<file path="config.mk">
export PLATFORM = sky130hd
export DESIGN_NAME = snake_pixel_renderer_flat
export DESIGN_NICKNAME = d
export VERILOG_FILES = /design/src/rtl/snake_pkg.sv /design/src/rtl/snake_pixel_renderer_if.sv /design/src/rtl/digit_font_3x5.sv /design/src/rtl/snake_pixel_renderer.sv /design/src/flat_wrapper.sv
export SDC_FILE = /design/constraint.sdc
export NUM_CORES = 1
export LEC_CHECK = 0
export BUFFER_PORTS_ARGS = -buffer_cell sky130_fd_sc_hd__buf_2
export CORE_UTILIZATION = 55
export CTS_CLUSTER_DIAMETER = 150
export CTS_CLUSTER_SIZE = 20
export DETAILED_ROUTE_END_ITERATION = 10
export GPL_ROUTABILITY_DRIVEN = 0
export PLACE_DENSITY = 0.79
export REMOVE_ABC_BUFFERS = 1
export SYNTH_ARGS = -nofsm -noshare
export SYNTH_HDL_FRONTEND = slang
export SYNTH_HIERARCHICAL = 1
export SYNTH_SLANG_ARGS = --single-unit
</file>
<file path="constraint.sdc">
create_clock -name clk_pix -period 3.6 [get_ports clk_pix]
set_input_delay 0.36 -clock clk_pix [delete_from_list [all_inputs] [get_ports clk_pix]]
set_output_delay 0.36 -clock clk_pix [all_outputs]
set_load 0.05 [all_outputs]
</file>
<file path="src/rtl/snake_pkg.sv">
// Shared constants, colours and the BCD converter state type for the snake
// pixel renderer.
package snake_pkg;

    localparam int CELL_SIZE = 10;
    localparam int GRID_W    = 48;
    localparam int GRID_H    = 27;

    localparam logic [15:0] COL_BG     = 16'h0000;
    localparam logic [15:0] COL_BODY   = 16'h07E0;
    localparam logic [15:0] COL_APPLE  = 16'hF800;
    localparam logic [15:0] COL_BORDER = 16'h8410;
    localparam logic [15:0] COL_TEXT   = 16'hFFFF;
    localparam logic [15:0] COL_DEAD   = 16'hFFE0;

    typedef enum logic [1:0] {
        ST_IDLE  = 2'd0,
        ST_SHIFT = 2'd1,
        ST_LATCH = 2'd2
    } bcd_state_e;

    // One double-dabble iteration on {hundreds, tens, ones, bin[6:0]}.
    function automatic logic [18:0] dabble_step(input logic [18:0] v);
        logic [18:0] a;
        a = v;
        for (int n = 0; n < 3; n++) begin
            if (a[7 + 4*n +: 4] >= 4'd5)
                a[7 + 4*n +: 4] = a[7 + 4*n +: 4] + 4'd3;
        end
        return {a[17:0], 1'b0};
    endfunction

endpackage

</file>
<file path="src/rtl/snake_pixel_renderer_if.sv">
// Pixel-stream bundle between the game-logic stage, the renderer and the LCD.
interface snake_pixel_renderer_if;
    import snake_pkg::*;

    logic        de;
    logic        hsync;
    logic        vsync;
    logic [9:0]  draw_x;
    logic [9:0]  draw_y;
    logic        game_active;
    logic        is_body;
    logic        is_apple;
    logic        is_game_over;
    logic [6:0]  score;
    logic [15:0] rgb;
    logic        de_out;
    logic        hsync_out;
    logic        vsync_out;

    modport master (
        output de, hsync, vsync, draw_x, draw_y, game_active,
               is_body, is_apple, is_game_over, score,
        input  rgb, de_out, hsync_out, vsync_out
    );

    modport slave (
        input  de, hsync, vsync, draw_x, draw_y, game_active,
               is_body, is_apple, is_game_over, score,
        output rgb, de_out, hsync_out, vsync_out
    );

endinterface

</file>
<file path="src/rtl/digit_font_3x5.sv">
// 3x5 digit glyph ROM; bits[2] is the leftmost column, codes 10..15 are blank.
module digit_font_3x5
    import snake_pkg::*;
(
    input  logic [3:0] digit,
    input  logic [2:0] row,
    output logic [2:0] bits
);

    logic [14:0] glyph;

    always_comb begin
        glyph = 15'b0;
        case (digit)
            4'd0: glyph = 15'b111_101_101_101_111;
            4'd1: glyph = 15'b110_010_010_010_111;
            4'd2: glyph = 15'b111_001_111_100_111;
            4'd3: glyph = 15'b111_001_111_001_111;
            4'd4: glyph = 15'b101_101_111_001_001;
            4'd5: glyph = 15'b111_100_111_001_111;
            4'd6: glyph = 15'b111_100_111_101_111;
            4'd7: glyph = 15'b111_001_001_001_001;
            4'd8: glyph = 15'b111_101_111_101_111;
            4'd9: glyph = 15'b111_101_111_001_111;
            default: glyph = 15'b0;
        endcase
    end

    always_comb begin
        bits = 3'b000;
        case (row)
            3'd0: bits = glyph[14:12];
            3'd1: bits = glyph[11:9];
            3'd2: bits = glyph[8:6];
            3'd3: bits = glyph[5:3];
            3'd4: bits = glyph[2:0];
            default: bits = 3'b000;
        endcase
    end

endmodule

</file>
<file path="src/rtl/snake_pixel_renderer.sv">
// Final colour stage for the snake game: border, score overlay, game-over flash,
// two-stage pixel pipeline with matching sync delay.
//   state    | meaning
//   ST_IDLE  | waiting for a frame start to sample the score
//   ST_SHIFT | running the 7 double-dabble iterations
//   ST_LATCH | copying the BCD digits to the display registers
module snake_pixel_renderer
    import snake_pkg::*;
#(
    parameter int PF_W         = GRID_W * CELL_SIZE,
    parameter int PF_H         = GRID_H * CELL_SIZE,
    parameter int SCORE_X0     = 420,
    parameter int SCORE_Y0     = 4,
    parameter int FLASH_FRAMES = 30
) (
    input  logic                   clk_pix,
    input  logic                   rst_n,
    snake_pixel_renderer_if.slave  pix
);

    localparam int CNT_W = (FLASH_FRAMES > 1) ? $clog2(FLASH_FRAMES) : 1;

    logic de_s1_q, hs_s1_q, vs_s1_q, body_s1_q, apple_s1_q;
    logic active_s1_q, border_s1_q, text_s1_q;
    logic [15:0] rgb_q, rgb_d;
    logic de_s2_q, hs_s2_q, vs_s2_q;

    bcd_state_e  state_q, state_d;
    logic [18:0] shreg_q, shreg_d;
    logic [2:0]  iter_q, iter_d;
    logic [3:0]  disp_h_q, disp_t_q, disp_o_q;
    logic [3:0]  disp_h_d, disp_t_d, disp_o_d;

    logic [CNT_W-1:0] frame_cnt_q;
    logic             flash_q;
    logic             frame_start;

    assign frame_start = pix.vsync & ~vs_s1_q;

    // Overlay decode; the >= tests keep the offset subtraction from wrapping.
    logic [9:0] dx, dy;
    logic       in_rect, text_d, border_d, font_px;
    logic [1:0] slot, col;
    logic [2:0] row;
    logic [3:0] digit_sel;
    logic [2:0] font_bits;

    assign dx      = pix.draw_x - 10'(SCORE_X0);
    assign dy      = pix.draw_y - 10'(SCORE_Y0);
    assign in_rect = (pix.draw_x >= 10'(SCORE_X0)) && (dx < 10'd48) &&
                     (pix.draw_y >= 10'(SCORE_Y0)) && (dy < 10'd20);
    assign slot    = dx[5:4];
    assign col     = dx[3:2];
    assign row     = dy[4:2];
    assign border_d = (pix.draw_x >= 10'(PF_W)) || (pix.draw_y >= 10'(PF_H));

    always_comb begin
        digit_sel = 4'hF;
        case (slot)
            2'd0: digit_sel = (disp_h_q == 4'd0) ? 4'hF : disp_h_q;
            2'd1: digit_sel = (disp_h_q == 4'd0 && disp_t_q == 4'd0) ? 4'hF : disp_t_q;
            2'd2: digit_sel = disp_o_q;
            default: digit_sel = 4'hF;
        endcase
    end

    digit_font_3x5 u_font (
        .digit (digit_sel),
        .row   (row),
        .bits  (font_bits)
    );

    always_comb begin
        font_px = 1'b0;
        case (col)
            2'd0: font_px = font_bits[2];
            2'd1: font_px = font_bits[1];
            2'd2: font_px = font_bits[0];
            default: font_px = 1'b0;
        endcase
        text_d = in_rect & font_px;
    end

    always_ff @(posedge clk_pix or negedge rst_n) begin
        if (!rst_n) begin
            de_s1_q     <= 1'b0;
            hs_s1_q     <= 1'b0;
            vs_s1_q     <= 1'b0;
            body_s1_q   <= 1'b0;
            apple_s1_q  <= 1'b0;
            active_s1_q <= 1'b0;
            border_s1_q <= 1'b0;
            text_s1_q   <= 1'b0;
        end else begin
            de_s1_q     <= pix.de;
            hs_s1_q     <= pix.hsync;
            vs_s1_q     <= pix.vsync;
            body_s1_q   <= pix.is_body;
            apple_s1_q  <= pix.is_apple;
            active_s1_q <= pix.game_active;
            border_s1_q <= border_d;
            text_s1_q   <= text_d;
        end
    end

    always_comb begin
        rgb_d = COL_BG;
        if (!de_s1_q)              rgb_d = 16'h0000;
        else if (border_s1_q)      rgb_d = COL_BORDER;
        else if (!active_s1_q)     rgb_d = COL_BG;
        else if (text_s1_q)        rgb_d = COL_TEXT;
        else if (body_s1_q)        rgb_d = flash_q ? COL_DEAD : COL_BODY;
        else if (apple_s1_q)       rgb_d = COL_APPLE;
    end

    always_ff @(posedge clk_pix or negedge rst_n) begin
        if (!rst_n) begin
            rgb_q   <= 16'h0000;
            de_s2_q <= 1'b0;
            hs_s2_q <= 1'b0;
            vs_s2_q <= 1'b0;
        end else begin
            rgb_q   <= rgb_d;
            de_s2_q <= de_s1_q;
            hs_s2_q <= hs_s1_q;
            vs_s2_q <= vs_s1_q;
        end
    end

    assign pix.rgb       = rgb_q;
    assign pix.de_out    = de_s2_q;
    assign pix.hsync_out = hs_s2_q;
    assign pix.vsync_out = vs_s2_q;

    always_comb begin
        state_d  = state_q;
        shreg_d  = shreg_q;
        iter_d   = iter_q;
        disp_h_d = disp_h_q;
        disp_t_d = disp_t_q;
        disp_o_d = disp_o_q;
        case (state_q)
            ST_IDLE: begin
                if (frame_start) begin
                    shreg_d = {12'd0, pix.score};
                    iter_d  = 3'd6;
                    state_d = ST_SHIFT;
                end
            end
            ST_SHIFT: begin
                shreg_d = dabble_step(shreg_q);
                if (iter_q == 3'd0) state_d = ST_LATCH;
                else                iter_d  = iter_q - 3'd1;
            end
            ST_LATCH: begin
                disp_h_d = shreg_q[18:15];
                disp_t_d = shreg_q[14:11];
                disp_o_d = shreg_q[10:7];
                state_d  = ST_IDLE;
            end
            default: state_d = ST_IDLE;
        endcase
    end

    always_ff @(posedge clk_pix or negedge rst_n) begin
        if (!rst_n) begin
            state_q  <= ST_IDLE;
            shreg_q  <= 19'd0;
            iter_q   <= 3'd0;
            disp_h_q <= 4'd0;
            disp_t_q <= 4'd0;
            disp_o_q <= 4'd0;
        end else begin
            state_q  <= state_d;
            shreg_q  <= shreg_d;
            iter_q   <= iter_d;
            disp_h_q <= disp_h_d;
            disp_t_q <= disp_t_d;
            disp_o_q <= disp_o_d;
        end
    end

    always_ff @(posedge clk_pix or negedge rst_n) begin
        if (!rst_n) begin
            frame_cnt_q <= '0;
            flash_q     <= 1'b0;
        end else if (!pix.is_game_over) begin
            frame_cnt_q <= '0;
            flash_q     <= 1'b0;
        end else if (frame_start) begin
            if (frame_cnt_q == CNT_W'(FLASH_FRAMES - 1)) begin
                frame_cnt_q <= '0;
                flash_q     <= ~flash_q;
            end else begin
                frame_cnt_q <= frame_cnt_q + 1'b1;
            end
        end
    end

endmodule

</file>
<file path="src/flat_wrapper.sv">
// flat-port wrapper written by rule: the top's interface ports become plain ports
module snake_pixel_renderer_flat import snake_pkg::*;
#(
    parameter int PF_W         = GRID_W * CELL_SIZE,
    parameter int PF_H         = GRID_H * CELL_SIZE,
    parameter int SCORE_X0     = 420,
    parameter int SCORE_Y0     = 4,
    parameter int FLASH_FRAMES = 30
)
  (clk_pix, rst_n, pix_de, pix_hsync, pix_vsync, pix_draw_x, pix_draw_y, pix_game_active, pix_is_body, pix_is_apple, pix_is_game_over, pix_score, pix_rgb, pix_de_out, pix_hsync_out, pix_vsync_out);
  snake_pixel_renderer_if pix_i ();
  input  logic clk_pix;
  input  logic rst_n;
  input wire logic [$bits(pix_i.de)-1:0] pix_de;
  input wire logic [$bits(pix_i.hsync)-1:0] pix_hsync;
  input wire logic [$bits(pix_i.vsync)-1:0] pix_vsync;
  input wire logic [$bits(pix_i.draw_x)-1:0] pix_draw_x;
  input wire logic [$bits(pix_i.draw_y)-1:0] pix_draw_y;
  input wire logic [$bits(pix_i.game_active)-1:0] pix_game_active;
  input wire logic [$bits(pix_i.is_body)-1:0] pix_is_body;
  input wire logic [$bits(pix_i.is_apple)-1:0] pix_is_apple;
  input wire logic [$bits(pix_i.is_game_over)-1:0] pix_is_game_over;
  input wire logic [$bits(pix_i.score)-1:0] pix_score;
  output wire logic [$bits(pix_i.rgb)-1:0] pix_rgb;
  output wire logic [$bits(pix_i.de_out)-1:0] pix_de_out;
  output wire logic [$bits(pix_i.hsync_out)-1:0] pix_hsync_out;
  output wire logic [$bits(pix_i.vsync_out)-1:0] pix_vsync_out;
  assign pix_i.de = pix_de;
  assign pix_i.hsync = pix_hsync;
  assign pix_i.vsync = pix_vsync;
  assign pix_i.draw_x = pix_draw_x;
  assign pix_i.draw_y = pix_draw_y;
  assign pix_i.game_active = pix_game_active;
  assign pix_i.is_body = pix_is_body;
  assign pix_i.is_apple = pix_is_apple;
  assign pix_i.is_game_over = pix_is_game_over;
  assign pix_i.score = pix_score;
  assign pix_rgb = pix_i.rgb;
  assign pix_de_out = pix_i.de_out;
  assign pix_hsync_out = pix_i.hsync_out;
  assign pix_vsync_out = pix_i.vsync_out;
  snake_pixel_renderer #(.PF_W(PF_W), .PF_H(PF_H), .SCORE_X0(SCORE_X0), .SCORE_Y0(SCORE_Y0), .FLASH_FRAMES(FLASH_FRAMES)) u_core (.clk_pix(clk_pix), .rst_n(rst_n), .pix(pix_i));
endmodule
</file>
Yosys cells after proc, flatten, opt, wreduce, memory -nomap -nowiden. Memories as Yosys holds them, arrays and structs flattened. Cells that the tools add are included.

Add/subtract/negate cells: 7. Multipliers: 0. Divide/modulo/power cells: 0. Magnitude comparators: 9. Equal/unequal tests: 16. Shift-type cells: 0. Mux-type cells: 29. Bitwise gates (word level): 4. Reductions and logical operators: 17.

Operators with widths (count): 16-bit two-way mux (7); 19-bit case mux with 2 select lines (1); 10-bit by 9-bit >= comparator with 1-bit output, second input constant (3); 19-bit two-way mux (1); 4-bit two-way mux (4); 5-bit two-way mux (3); 3-bit case mux with 5 select lines (1); 4-bit by 3-bit >= comparator with 1-bit output, second input constant (3); 4-bit case mux with 3 select lines (1); 10-bit by 3-bit >= comparator with 1-bit output, second input constant (1); 10-bit by 5-bit less-than comparator with 1-bit output, second input constant (1); 10-bit by 6-bit less-than comparator with 1-bit output, second input constant (1); 10-bit by 3-bit subtractor with 10-bit output, second input constant (1); 10-bit by 9-bit subtractor with 10-bit output, second input constant (1); 3-bit two-way mux (3); 4-bit by 2-bit adder with 4-bit output, second input constant (2); 4-bit zero test (2); 2-bit by 1-bit != test with 1-bit output, second input constant (4); 2-bit by 1-bit == test with 1-bit output, second input constant (3); 2-bit == test, second input constant (3); 3-bit by 2-bit == test with 1-bit output, second input constant (2); 2-bit zero test (3); 3-bit zero test (2); 3-bit case mux with 2 select lines (1); other kinds (18) (28).

Bits in registers: 69. Latch bits: 0. Bits in writable memories: 0. ROM bits: 240. Bits of input ports: 36. Output and inout bits: 19. Word-level logic and storage cells: 103. Memories: 1.

Memories: (name not given) (depth 16, width 15, rd ports 1, clocked after Yosys merged registers in 0, wr ports 0, line digit_font_3x5.sv:14) `case (digit)`.

Longest topological paths before layout. Gate-level depths: netlist of run 1. An unclocked memory read counts as a cell.

Depth after elaboration: 8. Depth in mapped cells: 15. Depth with buffers taken out: 14.

Hierarchy. The synthesis of run 1 kept the hierarchy.

Modules (own cells, without submodules): snake_pixel_renderer (times used 1, cells each 309, area an instance 3096.7 um^2, sequential area each 1476.4 um^2); digit_font_3x5 (times used 1, cells each 47, area an instance 340.3 um^2, sequential area each 0.0 um^2).

Worst setup path after synthesis of run 1. OpenSTA, ideal clock, no wires.

Path type: in2reg. Start point: in pix_draw_x[3]. End point: reg u_core.text_s1_q. Setup time: 0.120 ns. Arrival: 2.714 ns. Data required time: 3.480 ns. Path slack: 0.765 ns. Cell stages on the path: 15. Buffers on the path: 1. Cell sequence: or2_2 > buf_2 > or3_1 > a21oi_1 > or3_1 > inv_1 > ha_1 > inv_1 > a21oi_2 > o21ai_1 > o21ai_0 > mux2_2 > nand2_1 > a21oi_1 > and4_1.

Word-level cells in the longest chain between the ends: 7. Elaborated cells between the ends (all ways): 17. Those cells by class: 1 x add/sub; 2 x order compare; 4 x eq/ne; 3 x mux; 1 x bitwise; 5 x reduce/logical; 1 x memory.

Ends and longest elaborated chain: start, declared (line flat_wrapper.sv:17) `input wire logic [$bits(pix_i.draw_x)-1:0] pix_draw_x;`; 10-bit by 9-bit subtractor with 10-bit output (*) (line snake_pixel_renderer.sv:48) `assign dx = pix.draw_x - 10'(SCORE_X0);`; 2-bit == test, or another cell as far along (line snake_pixel_renderer.sv:59) `case (slot)`; 4-bit case mux with 3 select lines (*) (line snake_pixel_renderer.sv:59); net u_core.digit_sel[1] (line snake_pixel_renderer.sv:45) `logic [3:0] digit_sel;`; memory read 16 x 15 bit (*); 3-bit case mux with 5 select lines (*) (line digit_font_3x5.sv:31) `case (row)`; net u_core.font_bits[1] (line snake_pixel_renderer.sv:46) `logic [2:0] font_bits;`; 1-bit case mux with 3 select lines (*) (line snake_pixel_renderer.sv:75) `case (col)`; 1-bit bitwise AND (*) (line snake_pixel_renderer.sv:81) `text_d = in_rect & font_px;`; net u_core.text_d (line snake_pixel_renderer.sv:42) `logic in_rect, text_d, border_d, font_px;`; end signal, assigned (line snake_pixel_renderer.sv:102) `text_s1_q <= text_d;`; end, declared (line snake_pixel_renderer.sv:24) `logic active_s1_q, border_s1_q, text_s1_q;`.

Mark *: on every way through the listed nets, which the timed path passes. The rest lies on a longest branch. A chain may end at the register's enable or synchronous reset.

Worst setup path after layout of run 1.
Start point: reg u_core.disp_h_q[1]. End point: reg u_core.text_s1_q.

Word-level cells in the longest chain between the ends: 8. Elaborated cells between the ends (all ways): 9. Those cells by class: 5 x mux; 1 x bitwise; 2 x reduce/logical; 1 x memory.

Ends and longest elaborated chain: start, declared (line snake_pixel_renderer.sv:31) `logic [3:0] disp_h_q, disp_t_q, disp_o_q;`; start signal, assigned (line snake_pixel_renderer.sv:177) `disp_h_q <= disp_h_d;`; 4-bit zero test (*) (line snake_pixel_renderer.sv:60, snake_pixel_renderer.sv:61); 1-bit logical AND (line snake_pixel_renderer.sv:61) `2'd1: digit_sel = (disp_h_q == 4'd0 && disp_t_q == 4'd0) ? 4'hF : disp_t_q;`; 4-bit two-way mux (line snake_pixel_renderer.sv:61); 4-bit case mux with 3 select lines (*) (line snake_pixel_renderer.sv:59); net u_core.digit_sel[0] (line snake_pixel_renderer.sv:45); memory read 16 x 15 bit (*); 3-bit case mux with 5 select lines (*) (line digit_font_3x5.sv:31); net u_core.font_bits[1] (line snake_pixel_renderer.sv:46); 1-bit case mux with 3 select lines (*) (line snake_pixel_renderer.sv:75); 1-bit bitwise AND (*) (line snake_pixel_renderer.sv:81); net u_core.text_d (line snake_pixel_renderer.sv:42).

Marks and branches as above.

==> impl_results.md, run 1 <==
* Status: finished, final reports clean
* Initial antenna violation count at 0
* Post-synth EDFFs at 0
* TritonCTS buffer count at 9
* Largest net degree at the start of global routing at 41
* Clock Pin Slew Worst Setup and Hold Paths at 0.07 ns
* Ys async rst share at 1.000
* I/O Buffers at 52
* Critical path's largest stage delay at 0.62 ns
* Post-Synthesis Cells at 356
* Non-Filler Instances at 476
* Post CTS Setup Buffer Count at 0
* Dominant cells by area after synthesis: dfrtp_1, ha_1, mux2_2
* MaxCap Viol Count at 0
* Gr ovfl total at 0
* Cells after DPL at 461
* Crit-path max FO at 8
* Area grow syn2layout at 11.79%
* Hold Path Depth at 1
* Place WS at 0.4004 ns
* Worst IR Drop VDD at 0.5000 mV
* Avg WL per Cell at 13.72 um
* CTS tree: done
* Startpoint Class: register
* CP endpoint kind: register
* Post-synthesis mux area share at 0.06116
* Fmax at 320.1 MHz
* Layout cells sized above 1 at 0.2319
* PwrDens at 681.1 mW/mm2
* Cell row count at 28
* Synth area leader: dfrtp_1
* Vias in the first global route at 2516
* Post-synthesis compound-gate area fraction at 0.1846
* Clock Tree Buf Depth at 2
* Hold WC Path Type: primary input to register
* Final WS setup at 0.4761 ns
* Post-synthesis adder-cell area fraction at 0.07281
* N_diodes at 0
* Total number of vias at 2738
* Drt total wl at 6530 um
* Setup tns final at 0 ns
* Worst Reg-to-Reg Cells at 14
* Worst-path cell chain: nor4_2 > a21oi_1 > o22ai_1 > or3_1 > inv_1 > ha_1 > inv_1 > a21oi_2 > o21ai_1 > o21ai_0 > mux2_2 > nand2_1 > a21oi_1 > and4_1
* Skew final at 0.009868 ns
* LEAKAGE at 1.816 nW
* Endpoints failing hold at 0
* #FFs+latches synth at 59
* Final min period at 3.124 ns
* DR pass1 iterations at 4
* Syn Area/Cell at 9.655 um2
* Initial Util at 0.5737
* Die height at 81.05 um
* Fin nets at 453
* Simple-gate share of the synthesized area at 0.1594
* Clk sink count at 59
* Final Setup Violations at 0
* Yosys warns at 6
* Worst slew pin tran at 1.044 ns
* Final ANT Viol Nets at 0
* Crit Path Class: register to register
* Pwr Total at 2.617 mW
* Insertion delay to the later sink of the worst-skew pair at 0.34 ns
* Data arrival time of the worst path at 3.34 ns
* Synth cell types at 55
* Htree depth at 3
* Cts hold-fix bufs at 0
* CP max stage cell: nor4_2
* Core Region at 0.005991 mm2
* Max transition margin at 0.3023
* Main synth FF type: dfrtp_1
* Post-synth top area share at 0.4296
* Register area share after synthesis at 0.4296
* Mapped Area at 0.003437 mm2
* Root Driver: clkbuf_8
* CTS resizes at 0
* Detail Placement HPWL at 4660 um
* Via density at 5.752
* RSZ-0062 raised after global routing: false
* Final period util at 0.8678
* Largest family of logic cells by synthesized area: compound AO/OA/AOI/OAI gates
* Gr usage total at 0.2195
* Critical Path RT at 3.82 ns
* Die W at 81.05 um
* Die area at 0.006569 mm2
* Max Slew Vio Count at 0
* XOR/XNOR Fraction of Synth Area at 0.02039
* First-pass GRT wire length at 10850 um
* Drc violations at 0
* I/O Pins at 55
* Starting DRT DRC Count at 162
-- area by class of cell --
class                           count  area (um2)
Clock buffer                       13       158.9
Clock inverter                      2       35.03
Fill cell                         482        2148
Inverter                           24       90.09
Multi-Input combinational cell    249        1713
Sequential cell                    59        1476
Tap cell                           75       93.84
Timing Repair Buffer               54       275.3
-- logic make-up (layout without fill, tap and decap cells) --
family          Yosys count  in the layout
fa+ha+maj                20             20
flops                    59             59
compound gates           98             98
simple gates            104            104
mux                      19             19
xor+xnor                  8              8
buf+inv                  48             93
-- worst max-delay path: cells and delay by family (launching register included) --
family	cells	cell delay, ns
adders and majority gates	1	0.33
DFF	1	0.40
and+or+nand+nor	4	1.12
buffers and inverters	2	0.17
muxes	1	0.27
AOI/OAI and AO/OA	6	0.72
-- cells in the mapped netlist, types with 2 or more instances --
library cell	number
dfrtp_1	59
a21oi_1	29
nand2_1	29
nor2_1	26
inv_1	24
ha_1	20
o21ai_0	19
mux2_2	16
buf_4	10
a31oi_1	8
nor3_1	8
nand2b_1	7
o22ai_1	7
buf_2	6
clkbuf_1	5
or3_1	5
xnor2_1	5
a211oi_1	4
o21a_1	4
o31ai_1	4
a32o_1	3
and3b_1	3
buf_6	3
mux2i_1	3
nand3_1	3
nor2b_1	3
o211ai_1	3
o21ai_1	3
o32ai_1	3
xor2_1	3
a21boi_0	2
a22oi_1	2
and3_1	2
and4_1	2
nand4_1	2
nor3b_1	2
-- through the flow --
| stage | cell area (um2) | hold slack [ns] | util |
|---|---|---|---|
| after floorplan | 3279 | 0.06441 | - |
| after global placement | 3649 | 0.3404 | 0.6090 |
| after detailed placement | 3649 | 0.3569 | 0.6090 |
| after CTS | 3842 | 0.1076 | 0.6414 |
| after global routing | 3842 | 0.1019 | 0.6414 |
| final | 3842 | 0.1230 | 0.6414 |
-- flip-flops by register name, indices dropped and copies added, names as in the netlist, 2 cells and up --
register	cells
u_core/shreg_q	19
u_core/pix.rgb	6
u_core/frame_cnt_q	5
u_core/disp_h_q	4
u_core/disp_o_q	4
u_core/disp_t_q	4
u_core/iter_q	3
u_core/state_q	2
-- placed cells by master, fill, tap and decap left out, types with 2 or more instances in the layout --
cell and n:
nand3_1 3, clkbuf_8 11, o21a_1 4, mux2_2 16
dfrtp_1 59, a32o_1 3, o32ai_1 3, clkbuf_1 2
and3b_1 3, a211oi_1 4, buf_4 2, a21boi_0 2
buf_2 52, xor2_1 3, and3_1 2, nand2b_1 7
nand2_1 29, mux2i_1 3, inv_1 24, nor2b_1 3
o31ai_1 4, o22ai_1 7, o211ai_1 3, a31oi_1 8
a22oi_1 2, ha_1 20, o21ai_0 19, nor3_1 8
o21ai_1 3, xnor2_1 5, nor2_1 26, a21oi_1 29
nand4_1 2, or3_1 5, nor3b_1 2, and4_1 2
-- worst paths after layout --
check / to / slack (ns) / from
setup / recovery: u_core/text_s1_q$_DFF_PN0_ / 0.48 / u_core/disp_h_q[1]$_DFFE_PN0N_
hold / removal: u_core/active_s1_q$_DFF_PN0_ / 0.12 / pix_game_active
setup reg to reg: u_core/text_s1_q$_DFF_PN0_ / 0.48 / u_core/disp_h_q[1]$_DFFE_PN0N_
hold reg to reg: u_core/pix.hsync_out$_DFF_PN0_ / 0.36 / u_core/hs_s1_q$_DFF_PN0_
max in group asynchronous: u_core/shreg_q[15]$_DFFE_PN0P_ / 2.66 / rst_n
min in group asynchronous: u_core/body_s1_q$_DFF_PN0_ / 0.14 / rst_n
-- metal layers --
metal,vias to the layer above,GRT usage,part of all wire
met2,82,0.3739,0.49
li1,1336,-,-
met5,-,0,0
met1,1316,0.2559,0.45
met4,0,0.07321,0.0044
met3,4,0.07753,0.062
-- power by group --
part	leakage [nW]	switching (mW)	internal, mW
combinational	0.988	0.565	0.435
clock	0.0995	0.239	0.353
sequential	0.728	0.168	0.857
(Power assumes the default switching activity.)
==> run 2: changes to the inputs <==
CORE_UTILIZATION = 57   (was 55)
PLACE_DENSITY = 0.81   (was 0.79)
clock period = 3.1 ns   (was 3.6 ns; I/O delays follow)
==> run 2 against run 1 <==
Effect of this change:
- clock skew shrank 0.0062 ns
- wire length grew 2.8%
- sequential power grew 17%
- core utilization grew 5.1 points
- non-clock buffer count grew 6
- critical endpoint unchanged
==> impl_results.md, run 2 (synthesis gave the netlist of run 1 again) <==
* Status: finished, final reports clean
* Max transition margin at 0.2740 (-0.02834)
* Fmax at 353.6 MHz (+10%)
* MaxCap Viol Count at 0 (unchanged)
* Gr ovfl total at 0 (unchanged)
* Final ANT Viol Nets at 0 (unchanged)
* Via density at 5.758 (+0.11%)
* Gr usage total at 0.2295 (+0.01001)
* Detail Placement HPWL at 4676 um (+0.34%)
* Hold WC Path Type: primary input to register
* TritonCTS buffer count at 9 (unchanged)
* Sw frac at 0.3720 (+0.0005672)
* Clk sink count at 59 (unchanged)
* Drt total wl at 6714 um (+2.8%)
* Endpoints failing hold at 0 (unchanged)
* I/O Buffers at 52 (unchanged)
* Largest reg by FF count: u_core/shreg_q
* Crit-path max FO at 13 (+5)
* Comb power frac at 0.384 (+0.002)
* Final period util at 0.9123 (+0.04451)
* Max reg flops at 19 (unchanged)
* Int Pwr at 1.956 mW (+19%)
* Most common cell after layout, fill and taps aside: dfrtp_1
* Final min period at 2.828 ns (-0.2959 ns)
* Data arrival time of the worst path at 3.05 ns (-0.29 ns)
* Reg-to-reg slack, setup at 0.27 ns (-0.20 ns)
* Drc violations at 0 (unchanged)
* Post CTS Setup Buffer Count at 0 (unchanged)
* Largest net degree at the start of global routing at 40 (-2.4%)
* Vias in the first global route at 2548 (+1.3%)
* Layout cells sized above 1 at 0.2402 (+0.008276)
* Setup tns final at 0 ns (unchanged)
* Fin nets at 459 (+1.3%)
* Clock Tree Buf Depth at 2 (unchanged)
* Sequential power share at 0.385 (-0.007)
* Psw at 1.159 mW (+19%)
* Worst slew pin tran at 1.087 ns (+0.04242 ns)
* Cell row count at 27 (-3.6%)
* PwrDens at 797.1 mW/mm2 (+17%)
* Most frequent cells in the layout: dfrtp_1, buf_2, a21oi_1, nand2_1, nor2_1
* Core Region at 0.005642 mm2 (-5.8%)
* N_diodes at 0 (unchanged)
* Skew final at 0.003674 ns (-0.006193 ns)
* Initial Util at 0.6092 (+0.03550)
* Area grow syn2layout at 13.69%
* Avg WL per Cell at 13.99 um (+2.0%)
* Clock share of power at 0.231 (+0.005)
* Root Driver: clkbuf_8
* LEAKAGE at 1.850 nW (+1.9%)
* CP endpoint kind: register
* Worst IR Drop VDD at 0.5294 mV (+5.9%)
* Startpoint Class: register
* Final core utilization at 0.6926 (+0.05122)
* Final Setup Violations at 0 (unchanged)
* Clock Pin Slew Worst Setup and Hold Paths at 0.06 ns (about the same)
* Die W at 79.65 um (-1.7%)
* CTS tree: done
* Initial antenna violation count at 0 (unchanged)
* RSZ-0062 raised after global routing: false
* Critical Path RT at 3.33 ns (-0.49 ns)
* DR pass1 iterations at 5 (+1)
* Total number of vias at 2764 (+0.95%)
* Htree depth at 3 (unchanged)
* I/O Pins at 55 (unchanged)
* Insertion delay to the later sink of the worst-skew pair at 0.34 ns (about the same)
* First-pass GRT wire length at 11110 um (+2.4%)
* Starting DRT DRC Count at 149 (-8.0%)
* Max Slew Vio Count at 0 (unchanged)
* Die height at 79.65 um (-1.7%)
* Die area at 0.006344 mm2 (-3.4%)
* Crit Path Class: register to register
## run 2: cell count changes in the layout (fill, tap and decap cells not counted), sizes merged
cell and change:
dlygate4sd3 +1, clkinv -1, buf +5, clkbuf +2
## run 2: power by group through the flow
stage / Sequential (mW) / Clock, mW / Combinational [mW]
3_3_place_gp: 1.18 / 0 / 1.12
5_1_grt: 1.23 / 0.775 / 1.34
6_report: 1.20 / 0.720 / 1.20
3_5_place_dp: 1.20 / 0 / 1.17
4_1_cts: 1.19 / 0.740 / 1.19
2_1_floorplan: 1.16 / 0 / 0.889
## run 2: worst max-delay path: stages, from the launching register on
cell and delay [ns]:
dfrtp_1 0.42, nor4_4 0.08, buf_4 0.15, a211oi_1 0.29, nor2_1 0.07, or3_1 0.57
nor4b_2 0.34, a21oi_1 0.07, o21ai_1 0.12, a21oi_1 0.05, mux2_2 0.27, nand2_1 0.07
a21oi_1 0.05, and4_1 0.18
## run 2: worst paths after layout
path	from	end	depth (start not counted)
max in group asynchronous	rst_n	u_core/disp_t_q[1]$_DFFE_PN0N_	3
min in group asynchronous	rst_n	u_core/pix.rgb[14]$_DFF_PN0_	2
worst max register to register	u_core/disp_h_q[1]$_DFFE_PN0N_	u_core/text_s1_q$_DFF_PN0_	13
worst max-delay path	u_core/disp_h_q[1]$_DFFE_PN0N_	u_core/text_s1_q$_DFF_PN0_	13
worst min register to register	u_core/hs_s1_q$_DFF_PN0_	u_core/pix.hsync_out$_DFF_PN0_	0
worst min-delay path	pix_de	u_core/de_s1_q$_DFF_PN0_	1
## run 2: timing repair
action | 4_1_cts | 5_1_grt
resized for setup | 0 | 1
hold buffers | 1 | 0
endpoints found under the hold margin | 20 | 0
setup endpoints to repair | 0 | 1
## run 2: area by class of cell
cell class                 count  area, um2
clock buffer                  15      176.4
inverter                      24      90.09
sequential                    59       1476
timing repair buffer          60      322.8
fill                         424       1734
multi-input combinational    249       1722
clock inverter                 1      30.03
tap                           72      90.09
## run 2: metal layers
layer,vias up,wire length (um),track usage
met4,0,85,0.09818
met3,11,368,0.06514
li1,1353,-,-
met1,1317,2880,0.2781
met5,-,0,0
met2,83,3379,0.3795
## run 2: through the flow
step	cell area (um2)	hold WS, ns	setup WS [ns]	total power [mW]	instances
after floorplan	3279	0.01441	0.3375	2.053	332
after global placement	3682	0.2779	0.1241	2.304	463
after detailed placement	3682	0.2761	0.07962	2.368	463
after CTS	3899	0.05776	0.2121	3.122	480
after global routing	3908	0.05994	0.03641	3.347	480
final	3908	0.07430	0.2720	3.115	480
==> run 3: changes to the inputs <==
clock period = 2.93 ns   (was 3.1 ns; I/O delays follow)
==> run 3 against run 2 <==
Effect of this change:
- global-route usage increased by 0.20 points
- critical path depth increased by 1
- flip-flop and latch count unchanged
- sequential power increased by 5%
- clock power increased by 14%
- setup slack got worse by 0.14 ns
==> impl_results.md, run 3 (synthesis gave the netlist of run 1 again) <==
* Status: finished, final reports clean
* Insertion delay to the later sink of the worst-skew pair at 0.33 ns (about the same)
* Core Region at 0.005642 mm2 (unchanged)
* Global-route met2 utilization at 0.3991 (+0.01966)
* Clock Tree Buf Depth at 2 (unchanged)
* Final Setup Violations at 0 (unchanged)
* Gr usage total at 0.2315 (+0.001972)
* Drc violations at 0 (unchanged)
* Cells after DPL at 466 (+0.65%)
* Max reg flops at 19 (unchanged)
* Most Crowded Layer GR: met2
* Fin nets at 467 (+1.7%)
* Filler Cells Inserted at 431 (+1.7%)
* Data arrival time of the worst path at 3.02 ns (-0.03 ns)
* Die W at 79.65 um (unchanged)
* Htree depth at 3 (unchanged)
* Worst slew pin tran at 0.8085 ns (-0.2783 ns)
* Final min period at 2.800 ns (-0.02837 ns)
* PwrDens at 852.1 mW/mm2 (+6.9%)
* Crit-path max FO at 8 (-5)
* Max Slew Vio Count at 0 (unchanged)
* Final ANT Viol Nets at 0 (unchanged)
* Hold WC Path Type: primary input to register
* Most common cell after layout, fill and taps aside: dfrtp_1
* Setup tns final at 0 ns (unchanged)
* Drt total wl at 6897 um (+2.7%)
* Startpoint Class: register
* Endpoints failing hold at 0 (unchanged)
* N_diodes at 0 (unchanged)
* Max transition margin at 0.4590 (+0.1850)
* Pwr Total at 3.425 mW (+9.9%)
* Final period util at 0.9555 (+0.04325)
* Initial Util at 0.6092 (unchanged)
* Detail Placement HPWL at 4891 um (+4.6%)
* Layout cells sized above 1 at 0.2764 (+0.03625)
* Total number of vias at 2753 (-0.40%)
* Fmax at 357.2 MHz (+1.0%)
* Area grow syn2layout at 16.93%
* Crit Path Class: register to register
* Avg WL per Cell at 14.13 um (+1.0%)
* Root Driver: clkbuf_8
* Critical Path RT at 3.15 ns (-0.18 ns)
* First-pass GRT wire length at 11340 um (+2.1%)
* MaxCap Viol Count at 0 (unchanged)
* Vias in the first global route at 2593 (+1.8%)
* Clock Pin Slew Worst Setup and Hold Paths at 0.06 ns (about the same)
* I/O Pins at 55 (unchanged)
* I/O Buffers at 52 (unchanged)
* LEAKAGE at 1.898 nW (+2.6%)
* Cell row count at 27 (unchanged)
* DR pass1 iterations at 4 (-1)
* Die area at 0.006344 mm2 (unchanged)
* Initial antenna violation count at 0 (unchanged)
* Gr ovfl total at 0 (unchanged)
* Skew final at 0.007915 ns (+0.004241 ns)
* Starting DRT DRC Count at 115 (-23%)
* Met3 GRT Util at 0.06400 (-0.001143)
* Most frequent cells in the layout: dfrtp_1, buf_2, nand2_1, a21oi_1, nor2_1
* Non-Filler Instances at 488 (+1.7%)
* Die height at 79.65 um (unchanged)
* CTS tree: done
* Via density at 5.641 (-2.0%)
* Largest net degree at the start of global routing at 26 (-35%)
* Worst IR Drop VDD at 0.5768 mV (+9.0%)
* Clk sink count at 59 (unchanged)
* TritonCTS buffer count at 9 (unchanged)
* Global Route met1 Usage at 0.2766 (-0.001479)
* Final core utilization at 0.7124 (+0.01974)
* Largest reg by FF count: u_core/shreg_q
* CP endpoint kind: register
[run 3: cell types whose count changed in the layout (fill, tap and decap cells not counted), moves of 2 or more]
cell	previous run	this run
a211oi_1	4	2
a211oi_2	0	2
buf_4	7	15
clkbuf_1	3	1
ha_1	20	18
or3_1	5	3
or3_4	0	2
[run 3: cell type report]
| cell class | count | area, um2 | area share |
|---|---|---|---|
| Clock buffer | 12 | 155.1 | 0.03861 |
| Clock inverter | 4 | 72.57 | 0.01806 |
| Inverter | 24 | 90.09 | 0.02242 |
| Multi-Input combinational cell | 249 | 1752 | 0.4359 |
| Sequential cell | 59 | 1476 | 0.3674 |
| Tap cell | 72 | 90.09 | 0.02242 |
| Timing Repair Buffer | 68 | 382.9 | 0.09527 |
[run 3: worst paths after layout]
check	end	slack, ns	depth (start not counted)	startpoint
max reg2reg	u_core/text_s1_q$_DFF_PN0_	0.13	14	u_core/disp_h_q[1]$_DFFE_PN0N_
min reg2reg	u_core/pix.hsync_out$_DFF_PN0_	0.36	0	u_core/hs_s1_q$_DFF_PN0_
min	u_core/body_s1_q$_DFF_PN0_	0.07	1	pix_is_body
max in group asynchronous	u_core/shreg_q[16]$_DFFE_PN0P_	1.86	3	rst_n
max	u_core/text_s1_q$_DFF_PN0_	0.13	14	u_core/disp_h_q[1]$_DFFE_PN0N_
min in group asynchronous	u_core/shreg_q[4]$_DFFE_PN0P_	0.41	2	rst_n
[run 3: metrics by stage]
stage / hold WS [ns] / setup slack [ns] / instance area [um2]
after global routing: 0.05472 / -0.06842 / 4019
after global placement: 0.2239 / -0.01598 / 3705
after detailed placement: 0.2315 / 0.01146 / 3705
after CTS: 0.05867 / 0.1227 / 3943
final: 0.07063 / 0.1303 / 4019
after floorplan: -0.002591 / 0.1675 / 3279
[run 3: power breakdown]
part	switching (mW)	internal (mW)	leakage (nW)
logic	0.726	0.617	1.06
clock network	0.296	0.524	0.113
registers	0.208	1.05	0.728
[run 3: repair_timing]
action,4_1_cts,5_1_grt
endpoints found under the setup margin,0,1
hold endpoints to repair,14,0
resized for setup,0,8
hold buffers,1,0
buffers inserted,0,5
[run 3: layer usage]
layer	vias up	part of all wire
met5	-	0
met4	0	0.0091
met3	6	0.043
met2	61	0.51
met1	1316	0.44
li1	1370	-
[run 3: critical path, cell delays in order (launching register included)]
cell and delay (ns):
dfrtp_1 0.41, nor4_2 0.29, buf_4 0.22, a211oi_2 0.05, o22ai_1 0.18, or3_4 0.17, inv_1 0.08, ha_4 0.28
mux2i_1 0.07, o31ai_1 0.26, a21oi_1 0.10, mux2_2 0.27, nand2_1 0.07, a21oi_1 0.05, and4_1 0.18
